## src/rtl/mem_burst_control.sv

```systemverilog
// Memory-stage burst sequencer: issues 1..MAX_BEATS beats per access and holds the upstream pipe with extend.
// Optional MEM_BURST_STALL_CNT_EN adds a saturating stall_cnt output of cycles with mem_req=1 and mem_ready=0.
module mem_burst_control #(
  parameter int unsigned MAX_BEATS = 4,
  parameter int unsigned OFF_W     = $clog2(MAX_BEATS),
  parameter int unsigned LEN_W     = $clog2(MAX_BEATS + 1)
) (
  input  logic             clk,
  input  logic             rst,
  input  logic             valid,
  input  logic             flush,
  input  logic [LEN_W-1:0] beats,
  input  logic             mem_ready,
  output logic             mem_req,
  output logic [OFF_W-1:0] offset,
  output logic             extend,
  output logic             done,
  output logic             busy
`ifdef MEM_BURST_STALL_CNT_EN
  ,
  output logic [15:0]      stall_cnt
`endif
);

  typedef enum logic {IDLE, BURST} state_t;

  state_t           state, state_nxt;
  logic [OFF_W-1:0] cnt, cnt_nxt;
  logic [OFF_W-1:0] last, last_nxt;
  logic [LEN_W-1:0] eff;
  logic             multi;

  // Normalise requested length to 1..MAX_BEATS
  always_comb begin
    if (beats == '0)
      eff = LEN_W'(1);
    else if (beats > LEN_W'(MAX_BEATS))
      eff = LEN_W'(MAX_BEATS);
    else
      eff = beats;
    multi = (eff > LEN_W'(1));
  end

  always_ff @(posedge clk or negedge rst) begin
    if (!rst) begin
      state <= IDLE;
      cnt   <= '0;
      last  <= '0;
    end else begin
      state <= state_nxt;
      cnt   <= cnt_nxt;
      last  <= last_nxt;
    end
  end

  // Next state and zero-latency outputs; reset and flush force the outputs low
  always_comb begin
    state_nxt = state;
    cnt_nxt   = cnt;
    last_nxt  = last;
    mem_req   = 1'b0;
    offset    = '0;
    extend    = 1'b0;
    done      = 1'b0;
    busy      = 1'b0;
    if (rst) begin
      busy = (state == BURST);
      if (flush) begin
        state_nxt = IDLE;
        cnt_nxt   = '0;
      end else begin
        unique case (state)
          IDLE: begin
            if (valid) begin
              mem_req = 1'b1;
              extend  = multi | ~mem_ready;
              done    = mem_ready & ~multi;
              if (mem_ready && multi) begin
                state_nxt = BURST;
                cnt_nxt   = OFF_W'(1);
                last_nxt  = OFF_W'(eff - LEN_W'(1));
              end
            end
          end
          BURST: begin
            mem_req = 1'b1;
            offset  = cnt;
            if (mem_ready) begin
              if (cnt == last) begin
                done      = 1'b1;
                state_nxt = IDLE;
                cnt_nxt   = '0;
              end else begin
                extend  = 1'b1;
                cnt_nxt = cnt + OFF_W'(1);
              end
            end else begin
              extend = 1'b1;
            end
          end
          default: begin
            state_nxt = IDLE;
            cnt_nxt   = '0;
          end
        endcase
      end
    end
  end

`ifdef MEM_BURST_STALL_CNT_EN
  // Saturating count of cycles where memory held off a requested beat
  always_ff @(posedge clk or negedge rst) begin
    if (!rst)
      stall_cnt <= '0;
    else if (mem_req && !mem_ready && (stall_cnt != 16'hFFFF))
      stall_cnt <= stall_cnt + 16'd1;
  end
`endif

endmodule

```

## config.mk

```make
export PLATFORM = sky130hd
export DESIGN_NAME = mem_burst_control
export DESIGN_NICKNAME = d
export VERILOG_FILES = /design/src/rtl/mem_burst_control.sv
export SDC_FILE = /design/constraint.sdc
export NUM_CORES = 1
export LEC_CHECK = 0
export ABC_AREA = 1
export CAP_MARGIN = 5
export CORE_AREA = 10 10 47 49
export CTS_CLUSTER_SIZE = 8
export DETAILED_ROUTE_END_ITERATION = 10
export DIE_AREA = 0 0 57 59
export HOLD_SLACK_MARGIN = 0.02
export PLACE_DENSITY = 0.58
export SLEW_MARGIN = 20
export SYNTH_ARGS = -nofsm -noshare
export SYNTH_HDL_FRONTEND = slang
export SYNTH_SLANG_ARGS = --single-unit
```

## constraint.sdc

```tcl
create_clock -name clk -period 2.3 [get_ports clk]
set_input_delay 0.46 -clock clk [delete_from_list [all_inputs] [get_ports clk]]
set_output_delay 0.46 -clock clk [all_outputs]
set_load 0.01 [all_outputs]
```

==> impl_metrics.ini <==
[critical_path]
worstSetupPathType = in -> out
slowest_delay_ns = 0.45
path_cells = clkdlybuf4s50_1 > inv_1 > nand2_1 > nand2_1 > inv_1 > ha_2 > nand2_2 > nor2_2 > nand3_1 > a21oi_2 > buf_2
crit_required_ns = 1.84
startpoint_type = primary input
reg2regPathDepth = 4
path_max_fanout = 3
reg2reg_slack_ns = 1.25
slowest_stage = clkdlybuf4s50_1
crit_arrival_ns = 1.80
r2r-end = last[0]$_DFFE_PN0P_
r2r_start = state$_DFFE_PN0P_
end_kind = output pin

[cells_and_area]
num_antenna_cells = 0
area_delta_synth_final_pct = 60.1
mostFrequentLayoutCell = nand2_1
layout-drive-gt1-share = 0.250
final_cell_mix = nand2_1, inv_1, buf_4
final_util = 0.502
final_cells = 120
nets = 114

[logic_synthesis]
yosysUniqueCellTypes = 15
avgSynthCellArea_sq_um = 5.70
synth_top_family_by_area = simple AND/OR/NAND/NOR gates
synthTopCellsByArea = dfrtp_1, nand2_1, inv_1, nand2_2, nor2_1
synth_xor_area_frac = 0
syn_area_sq_um = 439
ys_ff_latch = 5
yosys.area_share.simple = 0.447
yosysTopAreaCell = dfrtp_1
yosys.area.top_type_share = 0.285
syn-num-nets = 86
muxShareOfSynthArea = 0
synth_fa_ha_area_frac = 0.0285
synth_compound_area_frac = 0.0684
synth_warnings = 0
seq_area_frac_synth = 0.285
syn_inst = 77

[power_and_ir_drop]
p_switching_mw = 0.128
combPwrFrac = 0.391
power_frac_clock = 0.264
total_power_mw = 0.366
vdd_drop_max_mv = 0.355
powerDensity_mw_per_mm2 = 521
seq_power_share = 0.345
netSwitchingFraction = 0.349
internal_power_mw = 0.238
leakagePower_nw = 0.422

[placed_design]
pre_cts_slack_ns = -0.358
port_buffers = 13
dp_cells = 114
dp_hpwl_um = 904
gp_congestion = 0.831

[global_route]
grt_max_degree = 9
grt_pass1_wl_um = 1790
overflow = 0
grtUsageTotal = 0.0648
grt_pass1_vias = 457
grt_antenna_before_repair = 0

[sta]
maxSlewHeadroom = 0.861
hold_viol = 0
finalCriticalPeriod_ns = 2.26
finalSetupViolations = 0
max_freq_mhz = 442
fin_ws_ns = 0.0395
maxSlewViolCount = 0
skew_ns = 0.000920
finalCritPeriodShare = 0.983
rsz0062_at_grt = yes
tightestPinTransition_ns = 0.208

[flow_run]
cap_violations = 0

[detailed_routing]
drtIter0Drc = 4
vias = 508
drc_errors = 0
drt_pre_antenna_iters = 4
drt-total-wl_um = 1100
viasPerCell = 4.23
wire_per_inst_um = 9.15
final_antenna_net_count = 0

[hold_path]
hp-class = in -> async

[die]
num_io_pins = 14
initial_utilization = 0.313
die_x_um = 57
dieHeight_um = 59
rows = 14
core_area_sq_mm = 0.00140
die_area_sq_mm = 0.00336

[clock_tree]
clock-sinks = 5
insertion_delay_ns = 0.23
cts.htree.levels = 1
tritoncts = yes
cts_inserted_buffers = 3
cts_buffer_depth = 2
clk_pin_slew_ns = 0.04
cts_root_buf = clkbuf_4
cts_hold_repair.buffers = 0

[status]
outcome = finished clean
-- flip-flops by register name, summed over array words and instances (netlist names) --
signal,count
cnt,2
last,2
state,1
-- synthesized netlist by cell type --
library cell and instances:
dfrtp_1 5, nor3_1 2, o21ai_1 1, nand2_1 28, o21ai_0 2, a21oi_1 3, nor2_1 5, nand2_2 3
nor2_2 2, inv_2 1, nand3_1 3, ha_1 1, nand4_1 1, nand3_2 1, inv_1 19
-- per-layer routing --
metal  wire, um  track usage  vias up  part of all wire
met5          0            0        -                 0
met4          0       0.0503        0                 0
met3         58       0.0129        0             0.053
met2        505       0.0977       11              0.46
met1        535       0.0784      214              0.49
li1           -            -      283                 -
-- worst max-delay path, delay by kind of cell --
| family | cells | cell delay [ns] |
|---|---|---|
| adder cells (fa/ha/maj) | 1 | 0.16 |
| AO/OA/AOI/OAI | 1 | 0.13 |
| buffers and inverters | 4 | 0.68 |
| AND/OR/NAND/NOR | 5 | 0.37 |
-- worst max-delay path by stage --
stage	start	to	slack [ns]	depth (start not counted)
2_1_floorplan	beats[2]	done	0.60	8
6_report	beats[0]	done	0.04	11
4_1_cts	rst	mem_req	0.003	6
3_5_place_dp	beats[0]	done	-0.36	11
5_1_grt	beats[0]	done	-0.10	11
3_3_place_gp	beats[0]	done	-0.35	11
-- final cells by class --
class                      count  area (sq um)
tap                           16          20.0
timing repair buffer          23           206
multi-input combinational     52           250
inverter                      20          75.1
clock buffer                   4          26.3
sequential                     5           125
fill                         153           698
-- cells by family (layout without fill, tap and decap cells) --
logic type | after synthesis | count (layout)
fa+ha+maj | 1 | 1
flops | 5 | 5
compound gates | 6 | 6
simple gates | 45 | 45
buf+inv | 20 | 47
-- per-stage QoR --
step / TNS (ns) / area [sq um] / hold slack, ns
2_1_floorplan: 0 / 439 / 0.164
3_3_place_gp: -0.624 / 649 / 0.568
5_1_grt: -0.105 / 703 / 0.247
4_1_cts: 0 / 671 / 0.577
3_5_place_dp: -0.641 / 649 / 0.570
6_report: 0 / 703 / 0.227
-- what timing repair did --
item	CTS	global route
endpoints found under the setup margin	2	6
gates resized for setup	6	9
setup buffers	0	2
pin swaps	0	2
-- power by group through the flow --
stage / registers, mW / clock network (mW) / logic [mW]
2_1_floorplan: 0.123 / 0 / 0.0874
3_3_place_gp: 0.127 / 0 / 0.140
3_5_place_dp: 0.127 / 0 / 0.141
4_1_cts: 0.126 / 0.104 / 0.140
5_1_grt: 0.131 / 0.105 / 0.165
6_report: 0.126 / 0.0968 / 0.143
(Power assumes the default switching activity.)
